## config.mk

```make
export PLATFORM = sky130hd
export DESIGN_NAME = note_judge
export DESIGN_NICKNAME = d
export VERILOG_FILES = /design/src/rtl/melody_pkg.sv /design/src/rtl/key_sync.sv /design/src/rtl/note_judge.sv
export SDC_FILE = /design/constraint.sdc
export NUM_CORES = 1
export LEC_CHECK = 0
export CORE_ASPECT_RATIO = 1.1
export CORE_MARGIN = 1
export CORE_UTILIZATION = 43
export DETAILED_ROUTE_END_ITERATION = 6
export HOLD_SLACK_MARGIN = 0.03
export PLACE_DENSITY = 0.6
export RECOVER_POWER = 25
export SETUP_SLACK_MARGIN = 0.5
export SKIP_LAST_GASP = 1
export SLEW_MARGIN = 30
export SYNTH_ARGS = -nofsm -noshare
export SYNTH_HDL_FRONTEND = slang
export SYNTH_SLANG_ARGS = --single-unit
export TNS_END_PERCENT = 5
```

## constraint.sdc

```tcl
create_clock -name clk_i -period 4.7 [get_ports clk_i]
set_clock_uncertainty 0.05 [all_clocks]
set_input_delay 0.94 -clock clk_i [delete_from_list [all_inputs] [get_ports clk_i]]
set_output_delay 0.94 -clock clk_i [all_outputs]
set_load 0.02 [all_outputs]
```

## src/rtl/melody_pkg.sv

```systemverilog
// Shared definitions for the falling-note game: lane layout, song state encoding
// and a lane popcount helper.
package melody_pkg;

  localparam int LANES      = 4;
  localparam int LANE_LEFT  = 3;  // bit 3 is the renderer's leftmost column
  localparam int LANE_RIGHT = 0;

  typedef enum logic [1:0] {
    ST_IDLE  = 2'd0,
    ST_PLAY  = 2'd1,
    ST_DRAIN = 2'd2,
    ST_DONE  = 2'd3
  } state_e;

  function automatic logic [2:0] popcount4(input logic [LANES-1:0] v);
    logic [2:0] n;
    n = '0;
    for (int i = 0; i < LANES; i++) n = n + {2'b00, v[i]};
    return n;
  endfunction

endpackage

```

## src/rtl/key_sync.sv

```systemverilog
// Per-lane 2-flop synchronizer for active-low buttons with a registered
// press (1-to-0) detector; a held button yields exactly one press pulse.
module key_sync
  import melody_pkg::*;
(
  input  logic             clk_i,
  input  logic             rst_i,
  input  logic [LANES-1:0] key_n_i,
  output logic [LANES-1:0] press_o
);

  logic [LANES-1:0] meta_q;
  logic [LANES-1:0] sync_q;
  logic [LANES-1:0] prev_q;
  logic [LANES-1:0] press_q;

  always_ff @(posedge clk_i or posedge rst_i) begin
    if (rst_i) begin
      meta_q  <= '1;
      sync_q  <= '1;
      prev_q  <= '1;
      press_q <= '0;
    end else begin
      meta_q  <= key_n_i;
      sync_q  <= meta_q;
      prev_q  <= sync_q;
      press_q <= prev_q & ~sync_q;
    end
  end

  assign press_o = press_q;

endmodule

```

## src/rtl/note_judge.sv

```systemverilog
// Hit/miss judge for the scrolling note chart: row pipeline, hit-window search,
// score and miss counters, and the song state machine.
module note_judge
  import melody_pkg::*;
#(
  parameter int DEPTH      = 10,
  parameter int WIN_LO     = 9,
  parameter int MISS_LIMIT = 20,
  parameter int SCORE_W    = 10
) (
  input  logic               clk_i,
  input  logic               reset_i,
  input  logic               start_i,
  input  logic               step_strobe_i,
  input  logic [LANES-1:0]   note_in_i,
  input  logic               chart_end_i,
  input  logic [LANES-1:0]   key_n_i,
  output logic               hit_o,
  output logic [LANES-1:0]   hit_lane_o,
  output logic               miss_o,
  output logic [7:0]         miss_count_o,
  output logic [SCORE_W-1:0] score_o,
  output logic               done_o,
  output logic               total_miss_o
);

  state_e               state_q;
  logic [LANES-1:0]     rows_q   [DEPTH+1];
  logic [LANES-1:0]     rows_clr [DEPTH+1];
  logic [LANES-1:0]     press;
  logic [LANES-1:0]     hit_vec;
  logic [LANES-1:0]     rows_any;
  logic                 active;
  logic                 shift;
  logic [2:0]           n_hits;
  logic [2:0]           n_miss;
  logic [SCORE_W:0]     score_sum;
  logic [SCORE_W-1:0]   score_d;
  logic [8:0]           miss_sum;
  logic [7:0]           miss_count_d;
  logic                 hit_q;
  logic [LANES-1:0]     hit_lane_q;
  logic                 miss_q;
  logic [7:0]           miss_count_q;
  logic [SCORE_W-1:0]   score_q;
  logic                 done_q;
  logic                 total_miss_q;

  key_sync u_key_sync (
    .clk_i   (clk_i),
    .rst_i   (reset_i),
    .key_n_i (key_n_i),
    .press_o (press)
  );

  assign active = (state_q == ST_PLAY) || (state_q == ST_DRAIN);
  assign shift  = active && step_strobe_i && !start_i;

  // Presses are judged on the pre-shift rows; the shift then moves the cleared rows.
  always_comb begin
    hit_vec  = '0;
    rows_any = '0;
    for (int r = 0; r <= DEPTH; r++) begin
      rows_clr[r] = rows_q[r];
      rows_any    = rows_any | rows_q[r];
    end
    if (active) begin
      for (int l = LANE_RIGHT; l <= LANE_LEFT; l++) begin
        for (int r = DEPTH; r >= WIN_LO; r--) begin
          if (press[l] && !hit_vec[l] && rows_q[r][l]) begin
            rows_clr[r][l] = 1'b0;
            hit_vec[l]     = 1'b1;
          end
        end
      end
    end
  end

  assign n_hits       = popcount4(hit_vec);
  assign n_miss       = shift ? popcount4(rows_clr[DEPTH]) : 3'd0;
  assign score_sum    = {1'b0, score_q} + (SCORE_W+1)'(n_hits);
  assign score_d      = score_sum[SCORE_W] ? '1 : score_sum[SCORE_W-1:0];
  assign miss_sum     = {1'b0, miss_count_q} + {6'b0, n_miss};
  assign miss_count_d = miss_sum[8] ? 8'hFF : miss_sum[7:0];

  always_ff @(posedge clk_i or posedge reset_i) begin
    if (reset_i) begin
      state_q      <= ST_IDLE;
      for (int r = 0; r <= DEPTH; r++) rows_q[r] <= '0;
      hit_q        <= 1'b0;
      hit_lane_q   <= '0;
      miss_q       <= 1'b0;
      miss_count_q <= '0;
      score_q      <= '0;
      done_q       <= 1'b0;
      total_miss_q <= 1'b0;
    end else if (start_i) begin
      state_q      <= ST_PLAY;
      for (int r = 0; r <= DEPTH; r++) rows_q[r] <= '0;
      hit_q        <= 1'b0;
      hit_lane_q   <= '0;
      miss_q       <= 1'b0;
      miss_count_q <= '0;
      score_q      <= '0;
      done_q       <= 1'b0;
      total_miss_q <= 1'b0;
    end else begin
      hit_q        <= |hit_vec;
      if (|hit_vec) hit_lane_q <= hit_vec;
      miss_q       <= (n_miss != 3'd0);
      score_q      <= score_d;
      miss_count_q <= miss_count_d;
      if (miss_count_d >= 8'(MISS_LIMIT)) total_miss_q <= 1'b1;

      if (shift) begin
        rows_q[0] <= (state_q == ST_PLAY) ? note_in_i : '0;
        for (int r = 0; r < DEPTH; r++) rows_q[r+1] <= rows_clr[r];
      end else begin
        for (int r = 0; r <= DEPTH; r++) rows_q[r] <= rows_clr[r];
      end

      case (state_q)
        ST_PLAY: begin
          if (total_miss_q) begin
            state_q <= ST_DONE;
            done_q  <= 1'b1;
          end else if (chart_end_i) begin
            state_q <= ST_DRAIN;
          end
        end
        ST_DRAIN: begin
          if (total_miss_q || (rows_any == '0)) begin
            state_q <= ST_DONE;
            done_q  <= 1'b1;
          end
        end
        default: ;
      endcase
    end
  end

  assign hit_o        = hit_q;
  assign hit_lane_o   = hit_lane_q;
  assign miss_o       = miss_q;
  assign miss_count_o = miss_count_q;
  assign score_o      = score_q;
  assign done_o       = done_q;
  assign total_miss_o = total_miss_q;

endmodule
```

==> metrics <==
yosys warns=0; hold_buf cts=0; crit-path max FO=5; H-Tree Depth=3; peak supply drop=0.218 mV; GR met3 Demand/Resource=3.03%; syn nets=341; post-CTS sizing=0; drt total wl=about 7300 um; drt pass-1 iters=4; count leader, synth=dfrtp_1; EDFF count, synth=0; gr ovfl total=0; Ant. Diodes=0; GR Util met1=between 20% and 30%; Num CTS Buffers=9; R2R depth=14; average cell area after synthesis=roughly 12 um^2; Avg WL per Cell=roughly 15 um; post-CTS setup buffer count=0; DP Wirelength=4920 um; FFs w/ async S/R, synth=100%; slowest CP cell=fa_1; First DRT Iteration DRCs=145; Initial Utilization=around 45%; status=complete, but fails checks; Tot GR Track Use=between 10% and 20%; type of origin of the critical path=flip-flop; Placed Instance Area=roughly 4300 um^2; fin crit share=between 70% and 80%; # clock sinks=88; Most common cell on crit path=ha_1; I/O pin cnt=39; largest net degree at the start of global routing=50; GR peak layer=met2; Mapped Area=between 3000 and 4000 um^2; Via Count=2572; fin nets=roughly 380; Yosys cell types=47; Reg2Reg Capture Point=total_miss_o; Pwr Density=approximately 330 nW/um^2; vias in the first global route=approximately 2500; failing checks=max-capacitance violations, max-slew violations; input/output buffers=38; later-pin clock latency in the skew report=~0.35 ns; Sum Neg Setup Slack=0 ns; drt drc=0; fin cells=~470; # setup viols final=0; global-route wire length before repair=12300 um; CP max stage delay=roughly 0.48 ns; RR Startpoint=state_q[0]; total of max-cap violations=1; Final Hold Vio Count=0; Worst setup EP type=flip-flop; Die ar.=slightly above 9000 um^2; clk root buf=clkbuf_8; synthesis-to-finish area growth=19.3%; Die Wd=a little over 90 um; Yosys reg bits=88; Synth area leaders=dfrtp_1 (51%), dfstp_2 (8.4%), a22o_1 (7.5%); CTS Buffer Depth=2; area leader, netlist=dfrtp_1; area share of the leading cell type in the synthesized netlist=between 50% and 60%; final slew viol count=50; Required @ worst endpoint=4.87 ns; antenna viol nets, final=0; Max-slew headroom=-39.6%; Core Rows=35; FF-to-FF setup slack=around 1.0 ns; met2 Usage GRT=about 26%; CP Launch Point=state_q[0]; Post-synth top flop=dfrtp_1; Slew @ Worst Pin=about 2.1 ns; initial antenna violation count=0; Placed Cells=between 400 and 500; via/cell ratio=5.45; Synth Instances=roughly 320; layout cell share with drive strength beyond 1=11.4%; min-delay worst type=reg2reg; FMAX=approximately 270 MHz; DIE HEIGHT=roughly 100 um; Setup crit end=total_miss_o; TritonCTS clock tree=built; final instance area=4480 um^2; CORE AREA=between 8000 and 9000 um^2; Final GP Congestion=roughly 0.84; sequential share of the synthesized area=59.1%; fin crit period=~3.7 ns; Arrival @ worst endpoint=approximately 3.9 ns; Pleak=roughly 2 nW; crit path cell chain=inv_1 -> ha_1 -> nand2b_1 -> and2_1 -> fa_1 -> ha_1 -> ha_1 -> and2_1 -> ha_1 -> a21o_1 -> a21oi_1 -> nor2_1 -> mux2i_1 -> a41oi_1; RSZ-0062 raised after global routing=false; Reg clk slew, reported paths=approximately 0.08 ns; kind of critical path=reg2reg; synth cell count leaders=dfrtp_1 (76), a22o_1 (32), nor2_1 (23)
kinds of logic after synthesis:
family | count (synthesis) | synth area share (%)
AND/OR/NAND/NOR | 95 | 13.7
XOR/XNOR | 9 | 2.10
multiplexers | 3 | 0.833
buffers and inverters | 24 | 2.47
AO/OA/AOI/OAI | 83 | 16.5
adder cells (fa/ha/maj) | 13 | 5.33
flip-flops | 88 | 59.1
report_power, final:
part / internal [mW] / total, mW / switching [mW] / leakage, nW
Clock: 0.300 / 0.563 / 0.263 / 0.104
Combinational: 0.0419 / 0.122 / 0.0798 / 0.713
Sequential: 0.775 / 0.784 / 0.00928 / 1.17
flip-flops by register name, summed over array words and instances (netlist names):
| signal | cells |
|---|---|
| rows_clr | 36 |
| score_o | 10 |
| miss_count_o | 8 |
| rows_q | 8 |
| hit_lane_o | 4 |
| u_key_sync.meta_q | 4 |
| u_key_sync.press_o | 4 |
| u_key_sync.prev_q | 4 |
| u_key_sync.sync_q | 4 |
| state_q | 2 |
| done_o | 1 |
| hit_o | 1 |
| miss_o | 1 |
| total_miss_o | 1 |
cells in the final DEF, fill, tap and decap left out, drive strengths merged, types with 2 or more instances in the layout:
cell type / n
a21o: 2
a21oi: 21
a22o: 32
a32o: 4
and2: 8
buf: 5
bufinv: 2
clkbuf: 11
clkdlybuf4s50: 33
clkinv: 2
clkinvlp: 2
dfrtp: 76
dfstp: 12
dlygate4sd3: 5
fa: 5
ha: 8
inv: 10
mux2i: 2
nand2: 18
nand2b: 4
nand3: 3
nand4: 7
nor2: 23
nor2b: 7
nor3: 3
nor3b: 2
nor4: 12
o21ai: 15
or3: 3
xnor2: 4
xor2: 5
metrics by stage:
| step | total power [mW] | hold slack (ns) | worst slack (ns) | utilization [%] |
|---|---|---|---|---|
| after detailed placement | 0.923 | 0.297 | 1.02 | 50.7 |
| after global placement | 0.923 | 0.296 | 1.09 | 50.7 |
| after CTS | 1.49 | 0.311 | 0.997 | 53.3 |
| after floorplan | 0.881 | 0.295 | 1.22 | - |
| final | 1.47 | 0.309 | 0.995 | 53.3 |
| after global routing | 1.52 | 0.313 | 0.728 | 53.3 |
worst min-delay path by stage:
stage	start	to	slack, ns	cells past startpoint
after floorplan	u_key_sync.meta_q[0]	u_key_sync.sync_q[0]	0.30	0
after global placement	u_key_sync.meta_q[2]	u_key_sync.sync_q[2]	0.30	0
after detailed placement	u_key_sync.meta_q[2]	u_key_sync.sync_q[2]	0.30	0
after CTS	u_key_sync.meta_q[0]	u_key_sync.sync_q[0]	0.31	0
after global routing	u_key_sync.meta_q[0]	u_key_sync.sync_q[0]	0.31	0
final	u_key_sync.meta_q[0]	u_key_sync.sync_q[0]	0.31	0
critical path: cells and delay by family (launching register included):
| family | cells | cell delay (ns) |
|---|---|---|
| adders and majority gates | 5 | 1.55 |
| and+or+nand+nor | 4 | 0.67 |
| AOI/OAI and AO/OA | 3 | 0.67 |
| DFF | 1 | 0.37 |
| muxes | 1 | 0.21 |
| buffers and inverters | 1 | 0.06 |
final cells by class:
cell class | count | area (um^2)
clock buffers | 11 | 131
fillers | 738 | 3930
multi-input cells | 203 | 1450
flip-flops and latches | 88 | 2220
inverters | 11 | 42.5
clock inverters | 5 | 81.3
repair buffers | 43 | 418
well taps | 111 | 139
routing by layer:
| metal | up-vias | wire [um] | part of all wire, % |
|---|---|---|---|
| met2 | 43 | 3380 | 47 |
| li1 | 1224 | - | - |
| met1 | 1297 | 3640 | 50 |
| met5 | - | 0 | 0 |
| met3 | 8 | 187 | 2.6 |
| met4 | 0 | 60 | 0.82 |
No activity file was read; power rests on OpenSTA's default activity.
